--- config.mk ---
export PLATFORM = sky130hd
export DESIGN_NAME = mult_share_arbiter
export DESIGN_NICKNAME = d
export VERILOG_FILES = /design/src/rtl/mult_share_arbiter_pkg.sv /design/src/rtl/mult_share_arbiter_rr_arbiter.sv /design/src/rtl/mult_share_arbiter.sv
export SDC_FILE = /design/constraint.sdc
export NUM_CORES = 1
export LEC_CHECK = 0
export BUFFER_PORTS_ARGS = -buffer_cell sky130_fd_sc_hd__buf_2
export CAP_MARGIN = 20
export CORE_ASPECT_RATIO = 1.1
export CORE_MARGIN = 4
export CORE_UTILIZATION = 30
export CTS_CLUSTER_DIAMETER = 30
export CTS_CLUSTER_SIZE = 28
export DETAILED_ROUTE_END_ITERATION = 8
export GPL_ROUTABILITY_DRIVEN = 0
export GPL_TIMING_DRIVEN = 1
export PLACE_DENSITY = 0.53
export SLEW_MARGIN = 5
export SYNTH_ARGS = -nofsm -noshare
export SYNTH_HDL_FRONTEND = slang
export SYNTH_SLANG_ARGS = --single-unit
--- constraint.sdc ---
create_clock -name clock_i -period 3.83 [get_ports clock_i]
set_clock_uncertainty 0.15 [all_clocks]
set_input_delay 0 -clock clock_i [delete_from_list [all_inputs] [get_ports clock_i]]
set_output_delay 0 -clock clock_i [all_outputs]
set_load 0.03 [all_outputs]
--- src/rtl/mult_share_arbiter_pkg.sv ---
// Shared types for the multiplier-sharing arbiter: FSM state encoding and index-width helper.
package mult_arb_pkg;

    typedef enum logic [1:0] {
        IDLE   = 2'd0,
        LAUNCH = 2'd1,
        WAIT   = 2'd2,
        ACK    = 2'd3
    } state_t;

    localparam int R_DEFAULT     = 3;
    localparam int IDX_W_DEFAULT = $clog2(R_DEFAULT);

    // A one-requester build still needs a 1-bit index.
    function automatic int idx_w(input int r);
        return (r > 1) ? $clog2(r) : 1;
    endfunction

endpackage

--- src/rtl/mult_share_arbiter_rr_arbiter.sv ---
// Combinational round-robin pick: first set request strictly after ptr_i, wrapping; ptr_i itself is searched last.
module rr_arbiter
    import mult_arb_pkg::*;
#(
    parameter  int R  = 3,
    localparam int IW = idx_w(R)
) (
    input  logic [R-1:0]  req_i,
    input  logic [IW-1:0] ptr_i,
    output logic [R-1:0]  gnt_o,
    output logic [IW-1:0] idx_o,
    output logic          any_o
);

    logic [IW-1:0] cand;
    logic          found;

    always_comb begin
        gnt_o = '0;
        idx_o = '0;
        cand  = '0;
        found = 1'b0;
        for (int k = 1; k <= R; k++) begin
            cand = IW'((int'(ptr_i) + k) % R);
            if (!found && req_i[cand]) begin
                gnt_o[cand] = 1'b1;
                idx_o       = cand;
                found       = 1'b1;
            end
        end
        any_o = found;
    end

endmodule

--- src/rtl/mult_share_arbiter.sv ---
// Round-robin front end sharing one start/ready sequential multiplier among R requesters; one job in flight.
// Optional WAIT watchdog under MULT_ARB_TIMEOUT_EN aborts a stuck job with rsp_err_o.
module mult_share_arbiter
    import mult_arb_pkg::*;
#(
    parameter int N       = 4,
    parameter int R       = 3,
    parameter int TIMEOUT = 64
) (
    input  logic             clock_i,
    input  logic             n_reset_i,
    input  logic [R-1:0]     req_valid_i,
    input  logic [R*N-1:0]   req_a_i,
    input  logic [R*N-1:0]   req_b_i,
    output logic [R-1:0]     req_ready_o,
    output logic [R-1:0]     rsp_valid_o,
    output logic [2*N-1:0]   rsp_prod_o,
    output logic             rsp_err_o,
    output logic             mul_start_o,
    output logic [N-1:0]     mul_a_o,
    output logic [N-1:0]     mul_b_o,
    input  logic             mul_ready_i,
    input  logic [2*N-1:0]   mul_prod_i
);

    localparam int IW = idx_w(R);

    state_t          state_q, state_d;
    logic [IW-1:0]   ptr_q, owner_q;
    logic [N-1:0]    a_q, b_q;
    logic [2*N-1:0]  prod_q;
    logic [R-1:0]    gnt_vec;
    logic [IW-1:0]   gnt_idx;
    logic            gnt_any;
    logic            xfer;
    logic            expire;

    rr_arbiter #(.R(R)) u_rr_arbiter (
        .req_i (req_valid_i),
        .ptr_i (ptr_q),
        .gnt_o (gnt_vec),
        .idx_o (gnt_idx),
        .any_o (gnt_any)
    );

    assign xfer = (state_q == IDLE) && gnt_any;

`ifdef MULT_ARB_TIMEOUT_EN
    localparam int CW = $clog2(TIMEOUT + 1);

    logic [CW-1:0] cnt_q;
    logic          err_q;

    // Fires on the TIMEOUT-th WAIT cycle without a ready.
    assign expire = (state_q == WAIT) && !mul_ready_i && (cnt_q == CW'(TIMEOUT - 1));

    always_ff @(posedge clock_i) begin
        if (!n_reset_i) begin
            cnt_q <= '0;
            err_q <= 1'b0;
        end else begin
            if (state_q == LAUNCH) begin
                cnt_q <= '0;
            end else if (state_q == WAIT) begin
                cnt_q <= cnt_q + CW'(1);
            end
            if (xfer) begin
                err_q <= 1'b0;
            end else if (expire) begin
                err_q <= 1'b1;
            end
        end
    end
`else
    assign expire = 1'b0;
`endif

    always_ff @(posedge clock_i) begin
        if (!n_reset_i) begin
            state_q <= IDLE;
        end else begin
            state_q <= state_d;
        end
    end

    always_comb begin
        state_d = state_q;
        case (state_q)
            IDLE:    if (xfer) state_d = LAUNCH;
            LAUNCH:  state_d = WAIT;
            WAIT:    if (mul_ready_i || expire) state_d = ACK;
            ACK:     state_d = IDLE;
            default: state_d = IDLE;
        endcase
    end

    // Reset pointer at R-1 so requester 0 is searched first.
    always_ff @(posedge clock_i) begin
        if (!n_reset_i) begin
            ptr_q   <= IW'(R - 1);
            owner_q <= '0;
            a_q     <= '0;
            b_q     <= '0;
            prod_q  <= '0;
        end else begin
            if (xfer) begin
                a_q     <= req_a_i[int'(gnt_idx)*N +: N];
                b_q     <= req_b_i[int'(gnt_idx)*N +: N];
                owner_q <= gnt_idx;
                ptr_q   <= gnt_idx;
            end
            if (state_q == WAIT && mul_ready_i) begin
                prod_q <= mul_prod_i;
            end else if (expire) begin
                prod_q <= '0;
            end
        end
    end

    always_comb begin
        req_ready_o = '0;
        rsp_valid_o = '0;
        rsp_prod_o  = '0;
        rsp_err_o   = 1'b0;
        mul_start_o = 1'b0;
        case (state_q)
            IDLE:   req_ready_o = n_reset_i ? gnt_vec : '0;
            LAUNCH: mul_start_o = 1'b1;
            ACK: begin
                mul_start_o          = 1'b1;
                rsp_valid_o[owner_q] = 1'b1;
                rsp_prod_o           = prod_q;
`ifdef MULT_ARB_TIMEOUT_EN
                rsp_err_o            = err_q;
`endif
            end
            default: ;
        endcase
    end

    assign mul_a_o = a_q;
    assign mul_b_o = b_q;

endmodule

# Yosys cells after proc, flatten, opt, wreduce, memory -nomap -nowiden
# Cells that the tools add are included.
# word_totals
ff_bits	22
# classes
n_lt_le_gt_ge	8
n_eq_ne	5
n_shift	2
n_bitwise	2
addsub	3
muxes	31
n_reduce_logical	13
div_mod_pow	3
# ops
cell	count
modulo 32 x 3 -> 32 bit (second input constant)	3
indexed part select 12 x 5 -> 4 bit	2
two-way mux 3 bit	6
less-than comparator 2 x 3 -> 1 bit (second input constant)	4
two-way mux 1 bit	11
two-way mux 2 bit	5
demux 1 bit (select 2 bit)	4
>= comparator 2 x 1 -> 1 bit (second input constant)	4
logical AND 1 bit	8
two-way mux 8 bit	1
case mux 2 bit (4 select lines)	1
adder 2 x 2 -> 3 bit (second input constant)	2
binary-select mux 1 bit (select 2 bit)	3
bitwise OR 3 bit	2
== test 2 bit (second input constant)	2
!= test 2 bit (second input constant)	2
adder 2 x 1 -> 3 bit (second input constant)	1
== test 2 x 1 -> 1 bit (second input constant)	1
logical NOT 1 bit	2
logical NOT 2 bit	1
AND reduction 2 bit	1
OR reduction 2 bit	1

# Depth between registers and ports, before layout
# logic_depth
word_depth	14
depth_mapped	10
mapped_depth_nobuf	8

# Modules after synthesis
# A second synthesis with hierarchy kept.
# hier_totals
cells_unflattened	172
hier_area_um2	1453.9
# modules_own_cells
module	area_each_um2	cells_per_inst	seq_area_each_um2	instances
mult_share_arbiter	1156.1	131	420.4	1
rr_arbiter	297.8	41	0.0	1

# Worst setup path before layout
# Ideal clock, no wire load.
# synth_timing
path_type	reg-to-output
start	register ptr_q[0]
end	output req_ready_o[0]
slack_ns	1.438
required_ns	3.680
path_buffers	1
stages_incl_launch_ff	9
arrival_time_ns	2.242
path_cell_list	dfxtp_1 > inv_1 > ha_1 > buf_6 > mux2_4 > a21bo_4 > and2b_1 > a221oi_1 > nor3_1
# synth_between
elab_chain_cells	13
elab_cells_between_ends	40
# synth_rtl
element	line	rtl
from (decl)	mult_share_arbiter.sv:29	logic [IW-1:0] ptr_q, owner_q;
from (signal assigned)	mult_share_arbiter.sv:100	ptr_q <= IW'(R - 1);
from (signal assigned)	mult_share_arbiter.sv:110	ptr_q <= gnt_idx;
adder 2 x 1 -> 3 bit	mult_share_arbiter_rr_arbiter.sv:24	cand = IW'((int'(ptr_i) + k) % R);
modulo 32 x 3 -> 32 bit	mult_share_arbiter_rr_arbiter.sv:24	
less-than comparator 2 x 3 -> 1 bit (not written as such) (tied with other cells)	mult_share_arbiter_rr_arbiter.sv:26	gnt_o[cand] = 1'b1;
logical AND 1 bit (not written as such) or two-way mux 1 bit (tied branches)	mult_share_arbiter_rr_arbiter.sv:26, mult_share_arbiter_rr_arbiter.sv:25	
two-way mux 1 bit, on equally long branches	mult_share_arbiter_rr_arbiter.sv:26, mult_share_arbiter_rr_arbiter.sv:25	
demux 1 bit (select 2 bit) or logical NOT 1 bit (tied branches)	--	
two-way mux 3 bit or logical AND 1 bit (tied branches)	mult_share_arbiter_rr_arbiter.sv:25	if (!found && req_i[cand]) begin
bitwise OR 3 bit (no source line) or two-way mux 1 bit (tied branches)	--	
two-way mux 3 bit or logical NOT 1 bit (tied branches)	mult_share_arbiter_rr_arbiter.sv:25	
bitwise OR 3 bit (no source line) or logical AND 1 bit (tied branches)	--	
two-way mux 3 bit (*)	mult_share_arbiter_rr_arbiter.sv:25	
two-way mux 3 bit (*)	mult_share_arbiter.sv:127	IDLE: req_ready_o = n_reset_i ? gnt_vec : '0;
two-way mux 3 bit (*)	mult_share_arbiter.sv:126	case (state_q)
to (decl)	mult_share_arbiter.sv:15	output logic [R-1:0] req_ready_o,
# Every way passes the cells marked *; elsewhere a longest branch is shown, timed or not. The select of a mux whose other input is x is not followed.

# Worst setup path in the final report
# layout_timing
start	register ptr_q[0]
end	register a_q[3], in the netlist mul_a_o[3]
# layout_between
elab_chain_cells	12
elab_cells_between_ends	24
# layout_rtl
element	line	rtl
adder 2 x 1 -> 3 bit	mult_share_arbiter_rr_arbiter.sv:24	
modulo 32 x 3 -> 32 bit	mult_share_arbiter_rr_arbiter.sv:24	
binary-select mux 1 bit (select 2 bit)	mult_share_arbiter_rr_arbiter.sv:25	
two-way mux 1 bit (not written as such)	mult_share_arbiter_rr_arbiter.sv:25	
two-way mux 1 bit	mult_share_arbiter_rr_arbiter.sv:25	
logical NOT 1 bit	mult_share_arbiter_rr_arbiter.sv:25	
logical AND 1 bit	mult_share_arbiter_rr_arbiter.sv:25	
two-way mux 1 bit	mult_share_arbiter_rr_arbiter.sv:25	
logical NOT 1 bit	mult_share_arbiter_rr_arbiter.sv:25	
logical AND 1 bit	mult_share_arbiter_rr_arbiter.sv:25	
two-way mux 2 bit or two-way mux 1 bit (tied branches)	mult_share_arbiter_rr_arbiter.sv:25	
indexed part select 12 x 5 -> 4 bit or logical AND 1 bit (tied branches)	mult_share_arbiter.sv:107, mult_share_arbiter.sv:46	
to (signal assigned)	mult_share_arbiter.sv:107	a_q <= req_a_i[int'(gnt_idx)*N +: N];
to (decl)	mult_share_arbiter.sv:30	logic [N-1:0] a_q, b_q;
# Parallel ways exist; a longest one is shown, timed or not. The select of a mux whose other input is x is not followed.
# A chain may end at the register's enable or synchronous reset.

==> impl_results.md <==
* RSZ-0062 raised after global routing: false
* Peak supply drop at roughly 0.24 mV
* Width of the die at 74.5 microns
* ANT cells at 0
* Row count at 26
* ANT nets after route at 0
* Final period util at 0.929
* Setup Buffers After CTS at 0
* Die height at between 80 and 90 microns
* Seq/Total Area, Yosys at 0.288
* Dpl ws at roughly 1300 ps
* CP Capture Type: flip-flop
* WL/cell at 13.3 microns
* GRT Overall Usage at 0.147
* Fin. Hold Viols at 0
* Crit-path max FO at 9
* WL met1 at approximately 1.8 mm
* Yosys warning count at 0
* Total Wirelength at between 4 and 5 mm
* WL met3 at around 180 microns
* Clk_lat worst skew at approximately 260 ps
* Worst EP required at 3830 ps
* Final setup violation count at 0
* Post-DP HPWL at around 2.9 mm
* Detail Route met2 WL at 2.42 mm
* Die area at 6050 sq um
* Max clock buf depth at 2
* Pwr/cell area at a little under 700 nW/um^2
* Ys async rst share at 0
* # IOs at 62
* Outcome: finished clean
* IO Port Bufs at 60
* Max Cap Viol at 0
* Setup TNS at 0 ps
* Largest net degree at the start of global routing at 17
* Lkg Pwr at ~1 nW
* Final worst slack at 272 ps
* Htree depth at 1
* Global route overflow at 0
* Vias in the first global route at 1575
* Vias at between 1500 and 2000
* DR top layer: met4
* Top_reg_cell synth: dfxtp_1
* Initial antenna violation count at 0
* Share of layout cells above drive strength 1 at 0.264
* First-pass DRT Iterations at 4
* Type of origin of the critical path: flip-flop
* Synthesized flop and latch total at 21
* CTS sink cnt at 21
* Post-Syn Instances at 177
* Syn Area/Cell at 8.25 sq um
* F_max at 281 MHz
* Syn nets at 223
* Hold Path Class: input port to flip-flop
* Residual DRC count at 0
* Unique cell type count in the Yosys netlist at between 40 and 50
* Core ar. at approximately 4700 sq um
* CTS tree: yes
* NumNets Final at 323
* Clock root cell: clkbuf_8
* P&R area growth vs syn at 55.5%
* Num CTS Buffers at 3
* Crit path kind: flip-flop to flip-flop
* First-pass GRT wire length at between 7 and 8 mm
* Post-Syn Area at ~1500 sq um
* Final slew viol count at 0
* DRT iter0 DRCs at 29
* Vias per inst at 4.84
* CP Data Arrival Time at 3560 ps
* EDFF count, synth at 0
* Initial Utilization at 0.312
* Period minus WS final at ~3600 ps
* Clock transition at path regs at ~80 ps
==> stage by stage <==
stage	total power, mW	hold slack [ps]	cells	util	cell area (sq um)
after floorplan	1.06	-2.38	177	-	1460
after global routing	1.70	259	332	0.485	2270
after global placement	1.25	116	283	0.378	1770
after detailed placement	1.24	122	283	0.378	1770
after CTS	1.56	145	332	0.484	2270
final	1.57	136	332	0.485	2270
==> report_power, final <==
group / internal, mW / total (mW) / switching [mW] / leakage, nW
clock network: 0.0740 / 0.146 / 0.0722 / 0.0228
registers: 0.279 / 0.320 / 0.0405 / 0.172
logic: 0.503 / 1.10 / 0.597 / 0.827
total: 0.857 / 1.57 / 0.710 / 1.02
==> path summary, 6_finish.rpt <==
check               from    endpoint  slack, ps  cells past startpoint
max reg2reg     ptr_q[0]  mul_a_o[3]        270                      9
min          mul_ready_i  state_q[1]        140                      4
max             ptr_q[0]  mul_a_o[3]        270                      9
min reg2reg   owner_q[1]  owner_q[1]        340                      2
==> layout make-up <==
| cell class | count | area [sq um] |
|---|---|---|
| Multi-Input combinational cell | 139 | 955 |
| Fill cell | 490 | 2410 |
| Timing Repair Buffer | 106 | 758 |
| Clock buffer | 4 | 45.0 |
| Sequential cell | 21 | 420 |
| Tap cell | 56 | 70.1 |
| Inverter | 6 | 22.5 |
==> cell families after synthesis <==
kind of cell / Yosys count / synth area share
flops: 21 / 0.288
other cells: 1 / 0.00257
mux: 4 / 0.0308
simple gates: 70 / 0.271
fa+ha+maj: 8 / 0.0686
buf+inv: 17 / 0.0600
compound gates: 56 / 0.279
==> timing repair <==
item                                    4_1_cts  5_1_grt
resized for setup                             0        1
hold buffers                                 45        0
endpoints found under the hold margin        21        0
endpoints found under the setup margin        0        1
==> Yosys cell counts (2+ instances only) <==
cell	instances	share of area
nand2b_1	4	0.017
nand3b_1	3	0.015
a21oi_1	5	0.017
and2_1	8	0.034
o21ai_0	13	0.045
a211oi_1	7	0.036
dfxtp_1	21	0.29
buf_6	2	0.015
nor2b_1	12	0.051
inv_1	6	0.015
nor2_1	5	0.013
clkbuf_1	3	0.0077
a21boi_0	9	0.046
buf_2	4	0.014
mux2i_1	3	0.021
nand3_1	11	0.038
o2bb2ai_1	8	0.048
nor3b_1	2	0.010
ha_1	8	0.069
nand2_1	16	0.041
and2b_1	2	0.010
==> per-layer routing <==
layer,vias to the layer above,track usage
li1,825,-
met1,749,0.169
met2,31,0.277
met3,2,0.0223
met4,0,0.0374
met5,-,0
==> critical path: stages, from the launching register on <==
cell and delay, ps:
dfxtp_1 410, inv_1 110, ha_1 290, mux2_4 350, a21bo_4 240, o31a_1 400, a211oi_1 290, dlygate4sd3_1 590
o2bb2ai_1 70, dlygate4sd3_1 550
==> flip-flops by register name, summed over array words and instances (netlist names) <==
name,count
mul_b_o,4
prod_q,8
owner_q,1
state_q,2
ptr_q,2
mul_a_o,4
==> layout by cell type (no fill, tap or decap), types with 2 or more instances in the layout <==
cell           Yosys  layout
nand3_1           11      11
nand2b_1           4       4
mux2i_1            3       3
dlygate4sd3_1      0      45
nor2_1             5       5
nand3b_1           3       3
and2b_1            2       2
nor2b_1           12      12
clkbuf_8           0       3
o21ai_0           13      13
inv_1              6       6
a211oi_1           7       7
nand2_1           16      16
buf_2              4      60
a21oi_1            5       5
a21boi_0           9       9
and2_1             8       8
ha_1               8       7
nor3b_1            2       2
o2bb2ai_1          8       8
dfxtp_1           21      21
(Power assumes the default switching activity.)
